## src/rtl/sitcp_tcp_tx_framer.sv

```systemverilog
`timescale 1ns/1ps
`default_nettype none
// ============================================================================
// Module   : sitcp_tcp_tx_framer
// Brief    : Packs 32-bit samples into [MAGIC|seq|payload] frames and writes
//            them big-endian, one byte per cycle, into the SiTCP TCP TX FIFO.
//            Optional XOR trailer byte: define SITCP_TX_FRAMER_CHECKSUM_EN.
// Revision : 1.0  initial release
// ============================================================================
module sitcp_tcp_tx_framer #(
    parameter int unsigned SAMPLES_PER_FRAME = 64,
    parameter logic [31:0] MAGIC             = 32'hA5A5_5A5A
) (
    input  logic        CLK,
    input  logic        RST,
    input  logic        ENABLE,
    input  logic        TCP_OPEN_ACK,
    input  logic        TCP_TX_FULL,
    output logic        TCP_TX_WR,
    output logic [7:0]  TCP_TX_DATA,
    input  logic [31:0] S_DATA,
    input  logic        S_VALID,
    output logic        S_READY,
    output logic [31:0] FRAME_CNT,
    output logic [15:0] ABORT_CNT
);

    localparam logic [15:0] c_last_sample = 16'(SAMPLES_PER_FRAME - 1);

    typedef enum logic [1:0] {
        ST_IDLE = 2'd0,
        ST_HDR  = 2'd1,
        ST_PAY  = 2'd2
`ifdef SITCP_TX_FRAMER_CHECKSUM_EN
        , ST_TRL = 2'd3
`endif
    } state_t;

    state_t      r_state;
    state_t      w_state_nxt;
    logic [2:0]  r_byte_idx;
    logic [15:0] r_sample_idx;
    logic [31:0] r_seq;
    logic [23:0] r_lat;
    logic        r_open_d;
`ifdef SITCP_TX_FRAMER_CHECKSUM_EN
    logic [7:0]  r_csum;
`endif

    logic        w_emit;
    logic [7:0]  w_byte;
    logic        w_start;
    logic        w_accept;
    logic        w_sample_end;
    logic        w_frame_done;
    logic        w_abort;
    logic        w_open_rise;

    assign w_open_rise = TCP_OPEN_ACK && !r_open_d;

    always_ff @(posedge CLK or posedge RST) begin
        if (RST) r_state <= ST_IDLE;
        else     r_state <= w_state_nxt;
    end

    always_comb begin
        w_state_nxt  = r_state;
        w_emit       = 1'b0;
        w_byte       = 8'h00;
        S_READY      = 1'b0;
        w_start      = 1'b0;
        w_accept     = 1'b0;
        w_sample_end = 1'b0;
        w_frame_done = 1'b0;
        w_abort      = 1'b0;
        case (r_state)
            ST_IDLE: begin
                if (ENABLE && TCP_OPEN_ACK && S_VALID) begin
                    w_start     = 1'b1;
                    w_state_nxt = ST_HDR;
                end
            end
            ST_HDR: begin
                if (!TCP_OPEN_ACK) begin
                    w_abort     = 1'b1;
                    w_state_nxt = ST_IDLE;
                end else if (!TCP_TX_FULL) begin
                    w_emit = 1'b1;
                    case (r_byte_idx)
                        3'd0:    w_byte = MAGIC[31:24];
                        3'd1:    w_byte = MAGIC[23:16];
                        3'd2:    w_byte = MAGIC[15:8];
                        3'd3:    w_byte = MAGIC[7:0];
                        3'd4:    w_byte = r_seq[31:24];
                        3'd5:    w_byte = r_seq[23:16];
                        3'd6:    w_byte = r_seq[15:8];
                        default: w_byte = r_seq[7:0];
                    endcase
                    if (r_byte_idx == 3'd7) w_state_nxt = ST_PAY;
                end
            end
            ST_PAY: begin
                if (r_byte_idx == 3'd0) S_READY = !TCP_TX_FULL;
                // Connection loss takes priority over everything, including FULL.
                if (!TCP_OPEN_ACK) begin
                    w_abort     = 1'b1;
                    w_state_nxt = ST_IDLE;
                end else if (r_byte_idx == 3'd0) begin
                    if (S_VALID && !TCP_TX_FULL) begin
                        w_accept = 1'b1;
                        w_emit   = 1'b1;
                        w_byte   = S_DATA[31:24];
                    end
                end else if (!TCP_TX_FULL) begin
                    w_emit = 1'b1;
                    case (r_byte_idx)
                        3'd1:    w_byte = r_lat[23:16];
                        3'd2:    w_byte = r_lat[15:8];
                        default: w_byte = r_lat[7:0];
                    endcase
                    if (r_byte_idx == 3'd3) begin
                        w_sample_end = 1'b1;
                        if (r_sample_idx == c_last_sample) begin
`ifdef SITCP_TX_FRAMER_CHECKSUM_EN
                            w_state_nxt  = ST_TRL;
`else
                            w_frame_done = 1'b1;
                            w_state_nxt  = ST_IDLE;
`endif
                        end
                    end
                end
            end
`ifdef SITCP_TX_FRAMER_CHECKSUM_EN
            ST_TRL: begin
                if (!TCP_OPEN_ACK) begin
                    w_abort     = 1'b1;
                    w_state_nxt = ST_IDLE;
                end else if (!TCP_TX_FULL) begin
                    w_emit       = 1'b1;
                    w_byte       = r_csum;
                    w_frame_done = 1'b1;
                    w_state_nxt  = ST_IDLE;
                end
            end
`endif
            default: w_state_nxt = ST_IDLE;
        endcase
    end

    always_ff @(posedge CLK or posedge RST) begin
        if (RST) begin
            TCP_TX_WR    <= 1'b0;
            TCP_TX_DATA  <= 8'h00;
            FRAME_CNT    <= 32'd0;
            ABORT_CNT    <= 16'd0;
            r_byte_idx   <= 3'd0;
            r_sample_idx <= 16'd0;
            r_seq        <= 32'd0;
            r_lat        <= 24'd0;
            r_open_d     <= 1'b0;
        end else begin
            r_open_d  <= TCP_OPEN_ACK;
            TCP_TX_WR <= w_emit;
            if (w_emit)   TCP_TX_DATA <= w_byte;
            if (w_accept) r_lat       <= S_DATA[23:0];

            if (w_abort || w_start) begin
                r_byte_idx   <= 3'd0;
                r_sample_idx <= 16'd0;
            end else if (w_emit) begin
                // Header wraps after byte 7, each payload sample after byte 3.
                if ((r_state == ST_PAY && r_byte_idx == 3'd3) || r_byte_idx == 3'd7)
                    r_byte_idx <= 3'd0;
                else
                    r_byte_idx <= r_byte_idx + 3'd1;
                if (w_sample_end)
                    r_sample_idx <= (r_sample_idx == c_last_sample) ? 16'd0 : r_sample_idx + 16'd1;
            end

            if (w_abort && ABORT_CNT != 16'hFFFF) ABORT_CNT <= ABORT_CNT + 16'd1;

            if (w_open_rise) begin
                r_seq     <= 32'd0;
                FRAME_CNT <= 32'd0;
            end else if (w_frame_done) begin
                r_seq     <= r_seq + 32'd1;
                FRAME_CNT <= FRAME_CNT + 32'd1;
            end
        end
    end

`ifdef SITCP_TX_FRAMER_CHECKSUM_EN
    always_ff @(posedge CLK or posedge RST) begin
        if (RST)                              r_csum <= 8'h00;
        else if (w_start)                     r_csum <= 8'h00;
        else if (w_emit && r_state != ST_TRL) r_csum <= r_csum ^ w_byte;
    end
`endif

endmodule
`default_nettype wire

```

## config.mk

```make
export PLATFORM = sky130hd
export DESIGN_NAME = sitcp_tcp_tx_framer
export DESIGN_NICKNAME = d
export VERILOG_FILES = /design/src/rtl/sitcp_tcp_tx_framer.sv
export SDC_FILE = /design/constraint.sdc
export NUM_CORES = 1
export LEC_CHECK = 0
export ABC_AREA = 1
export ABC_CLOCK_PERIOD_IN_PS = 5940
export CAP_MARGIN = 40
export CORE_MARGIN = 4
export CORE_UTILIZATION = 40
export DETAILED_ROUTE_END_ITERATION = 16
export PLACE_DENSITY_LB_ADDON = 0.25
export SKIP_CTS_REPAIR_TIMING = 1
export SLEW_MARGIN = 20
export SYNTH_ARGS = -nofsm -noshare
export SYNTH_HDL_FRONTEND = slang
export SYNTH_SLANG_ARGS = --single-unit
```

## constraint.sdc

```tcl
create_clock -name CLK -period 5.94 [get_ports CLK]
set_input_delay 0.891 -clock CLK [delete_from_list [all_inputs] [get_ports CLK]]
set_output_delay 0.891 -clock CLK [all_outputs]
set_load 0.03 [all_outputs]
```

Word-level counts from Yosys, hierarchy flattened

Index checks and enable logic that the tools add are counted.
Widths: inputs -> output; s select.

Add/subtract/negate cells: 5
Equality and inequality tests: 18
Mux-type cells: 56
Reductions and logical operators: 20

Operators by type and width:

| cell                  | count |
|---|---|
| $mux 32               | 4 |
| $add 32x1->32 const B | 2 |
| $mux 16               | 4 |
| $mux 8                | 6 |
| $pmux 8 s5            | 1 |
| $add 16x1->16 const B | 2 |
| $pmux 8 s2            | 2 |
| $mux 1                | 25 |
| $mux 2                | 9 |
| $ne 3x3->1 const B    | 6 |
| $eq 16x6->1 const B   | 1 |
| $ne 16x16->1 const B  | 1 |
| $eq 3x3->1 const B    | 4 |
| $mux 3                | 3 |
| $reduce_and 7->1      | 1 |
| $eq 3x2->1 const B    | 2 |
| $logic_and 1x1->1     | 6 |
| $pmux 2 s3            | 1 |
| $reduce_bool 2->1     | 3 |
| $reduce_or 2->1       | 3 |
| $add 3x1->3 const B   | 1 |
| $eq 3x1->1 const B    | 1 |
| $logic_not 3->1       | 1 |
| $eq 2x1->1 const B    | 1 |
| other kinds (7)       | 9 |

Register bits after elaboration: 135
Bits of input ports: 38
Logic and storage cells: 109

Logic depth before layout (Yosys ltp)

Word-level depth: 9
Mapped depth: 12
Depth with buffers taken out: 11

Least setup slack after synthesis

Ideal clock, no wire load.

Path type: input to output
From: input TCP_TX_FULL
To: output S_READY
Arrival time: 1.587 ns
Path slack: 3.462 ns
Cell stages on the path: 1
Path buffers: 0
Cell sequence: nor3_1

Cells in the longest elaborated chain, start to end: 3

RTL lines:

| item               | line | RTL |
|---|---|---|
| start: declaration | 18   | `input logic TCP_TX_FULL,` |
| $logic_not 1->1    | --   |  |
| $mux 1             | 103  | `if (r_byte_idx == 3'd0) S_READY = !TCP_TX_FULL;` |
| $mux 1             | 76   | `case (r_state)` |
| end: declaration   | 23   | `output logic S_READY,` |

Every way passes these cells.

Final worst setup path

Same ends and word-level chain as after synthesis.

==> metrics.md <==
| Metric | Value |
|---|---|
| Vias in the first global route | about 8300 |
| Slowest cell delay on critical path | roughly 0.70 ns |
| Worst r2r path cells | 10 |
| TNS Setup | 0 ns |
| WL/cell | approximately 15 um |
| FMAX | around 0.32 GHz |
| PwrDens | roughly 300 nW/um^2 |
| Max Root-Sink Buffers | 2 |
| Critical path's slowest cell | clkdlybuf4s50_1 |
| Setup Viol. Count Final | 0 |
| Drt first pass iters | 5 |
| CP Capture Type | primary output |
| Final slew viol count | 0 |
| Height of the chip | ~160 um |
| Gpl congestion | between 0.9 and 1 |
| Worst Setup Path Type | in -> out |
| Headroom to the max-slew limit | between 50 and 60% |
| IO Pins | 96 |
| Mapped cell area | roughly 8700 um^2 |
| Post-route ant nets | 0 |
| Total Power | between 3000 and 4000 uW |
| Combinational share of power | 28.3% |
| Starting Density | 41.07% |
| Hold Path Depth | 2 |
| Fin crit share | between 50 and 60% |
| Initial antenna violation count | 0 |
| Switch share | roughly 37% |
| Clk Latency, worst-skew pair | ~0.42 ns |
| Critical Path RT | between 5 and 6 ns |
| Final std cells w/o fill | around 1700 |
| Max-Cap Viols | 0 |
| TritonCTS Buffers | 17 |
| Area Overhead vs Synth | 20.43% |
| Die width | 155.6 um |
| DRT Wirelength | ~25 mm |
| DRT iter0 DRCs | between 600 and 700 |
| Critical Path, Cell by Cell | clkdlybuf4s50_1 > nor3_1 > clkdlybuf4s50_1 |
| Antenna cells | 0 |
| Worst-path clk slew | 0.07 ns |
| Power Internal | approximately 2000 uW |
| Clk sinks | 135 |
| WHS Endpoint | r_lat[14]$_DFFE_PP0P_ |
| Worst r2r src | r_byte_idx[2]$_DFFE_PP0P_ |
| Seq/Total Area, Yosys | around 39% |
| Synth cell types | 34 |
| Vias per Instance | ~5.2 |
| Worst hold path type | reg -> reg |
| Worst vdd ir | roughly 0.21 mV |
| Largest net degree at the start of global routing | 76 |
| Status | complete, no violations |
| Mapped Cells | 1317 |
| Layout fillers | around 2200 |
| NetSw | roughly 1200 uW |
| Synthesized flop and latch total | roughly 140 |
| R2R Path End | r_seq[22]$_DFFE_PP0P_ |
| Power share of the clock group | between 30 and 40% |
| Share of layout cells above drive strength 1 | 5.505% |
| PortBufs | 95 |
| Die area | about 24000 um^2 |
| Final Skew | ~0.015 ns |
| Warnings, synthesis | 0 |
| Syn nets | 1368 |
| Fin. Hold Viols | 0 |
| R2r setup slk | 3.21 ns |
| Core Region | about 21000 um^2 |
| Leak pwr | just under 0.005 uW |
| Hpwl dp | approximately 18 mm |
| Worst Path Max Fanout | 4 |
| DRC | 0 |
| Critical path launch point type | input pin |
| Worst min-delay path startpoint | r_lat[14]$_DFFE_PP0P_ |
| Worst Path Arrival | between 2 and 2.5 ns |
| Via count | ~8700 |
| Syn Area/Cell | about 6.6 um^2 |
| Unrepaired setup endpoints after global routing | no |
| Seq pwr share | ~37% |
| Nets | approximately 1500 |
| Global-route wire length before repair | approximately 42 mm |
| Slew at the pin closest to its max-slew limit | between 0.7 and 0.8 ns |
| Cell mode on critical path | clkdlybuf4s50_1 |
| Total track usage | a little over a fifth |
| H-tree Lvls | 4 |
| Placed Cells | 1659 |
| Total grt overflow | 0 |
| # rows | between 50 and 60 |
| CTS root buffer | clkbuf_16 |
| Fin crit period | between 3 and 4 ns |
| CTS tree | done |
==> sequential cells by signal, indices dropped and copies added, names as in the netlist <==
signal        count
r_state           2
r_lat            24
FRAME_CNT        32
ABORT_CNT        16
r_seq            32
TCP_TX_DATA       8
r_open_d          1
TCP_TX_WR         1
r_sample_idx     16
r_byte_idx        3
==> final cells by class <==
| class | count | area (um^2) | area share, % |
|---|---|---|---|
| multi-input combinational | 1015 | 4621 | 44.02 |
| clock inverter | 15 | 178.9 | 1.705 |
| inverter | 134 | 508.0 | 4.840 |
| sequential | 135 | 3378 | 32.19 |
| tap | 275 | 344.1 | 3.278 |
| clock buffer | 17 | 425.4 | 4.053 |
| timing repair buffer | 101 | 1041 | 9.918 |
==> Yosys cell counts (all sizes together) <==
master	instances	area, um^2
or2	11	68.82
a211oi	1	7.510
o211ai	1	7.510
xnor2	6	52.55
a21oi	15	75.07
a31oi	1	21.27
o31ai	1	7.510
o21ai	66	349.1
nor2	168	649.4
nand3b	3	22.52
clkbuf	10	37.54
buf	23	182.7
xor2	11	96.34
a21boi	1	7.510
nand2	539	2041
dfrtp	135	3378
nand3	87	440.4
ha	13	162.7
inv	134	503.0
nand4	74	494.2
nor3	17	111.4
==> logic make-up after synthesis <==
logic type	share of synthesized area, %
buffers and inverters	8.297
flip-flops	38.76
AND/OR/NAND/NOR	43.91
adder cells (fa/ha/maj)	1.866
XOR/XNOR	1.708
AO/OA/AOI/OAI	5.455
==> cells in the final DEF (no fill, tap or decap), types with 11 or more instances in the layout <==
master and instances:
a21oi_1 15, o21ai_0 48, clkdlybuf4s50_1 95, nor3_1 13, ha_1 13, or2_2 11, clkbuf_16 17, nand2_1 534
nor2_1 166, xor2_1 11, dfrtp_1 135, nand4_1 69, inv_1 128, nand3_1 86, o21ai_1 13
==> worst max-delay path, delay by kind of cell <==
kind	cells	cell delay (ns)
buf+inv	2	1.17
simple gates	1	0.21
==> stage by stage <==
step | util, % | worst slack [ns] | hold WS [ns] | cell area (um^2)
floorplan | - | 1.438 | 0.4422 | 8716
detailed placement | 46.52 | 2.522 | 0.4584 | 9872
CTS | 49.37 | 2.755 | 0.4751 | 10480
global route | 49.46 | 2.693 | 0.4936 | 10500
finish | 49.46 | 2.768 | 0.4712 | 10500
global placement | 46.30 | 2.588 | 0.4545 | 9824
==> per-layer routing <==
layer  share of wire, %  global-route usage, %
met5                  0                      0
met4                1.2                  5.294
met3                6.9                  4.300
met2                 44                  32.10
met1                 47                  30.58
==> power by group through the flow <==
stage / combinational [uW] / clock, uW / sequential (uW)
after floorplan: 510 / 0 / 1300
after global placement: 900 / 0 / 1210
after detailed placement: 917 / 0 / 1220
after CTS: 919 / 1120 / 1200
after global routing: 1020 / 1170 / 1220
final: 911 / 1100 / 1200
==> how the worst max path moves through the flow <==
stage	from	slack, ns	cells past startpoint	end
after global placement	TCP_OPEN_ACK	2.59	8	r_seq[9]$_DFFE_PP0P_
after detailed placement	TCP_OPEN_ACK	2.52	8	FRAME_CNT[21]$_DFFE_PP0P_
after floorplan	RST	1.44	1	ABORT_CNT[0]$_DFFE_PP0P_
after global routing	TCP_TX_FULL	2.69	3	S_READY
final	TCP_TX_FULL	2.77	3	S_READY
after CTS	TCP_TX_FULL	2.76	3	S_READY
No activity file was read; power rests on OpenSTA's default activity.
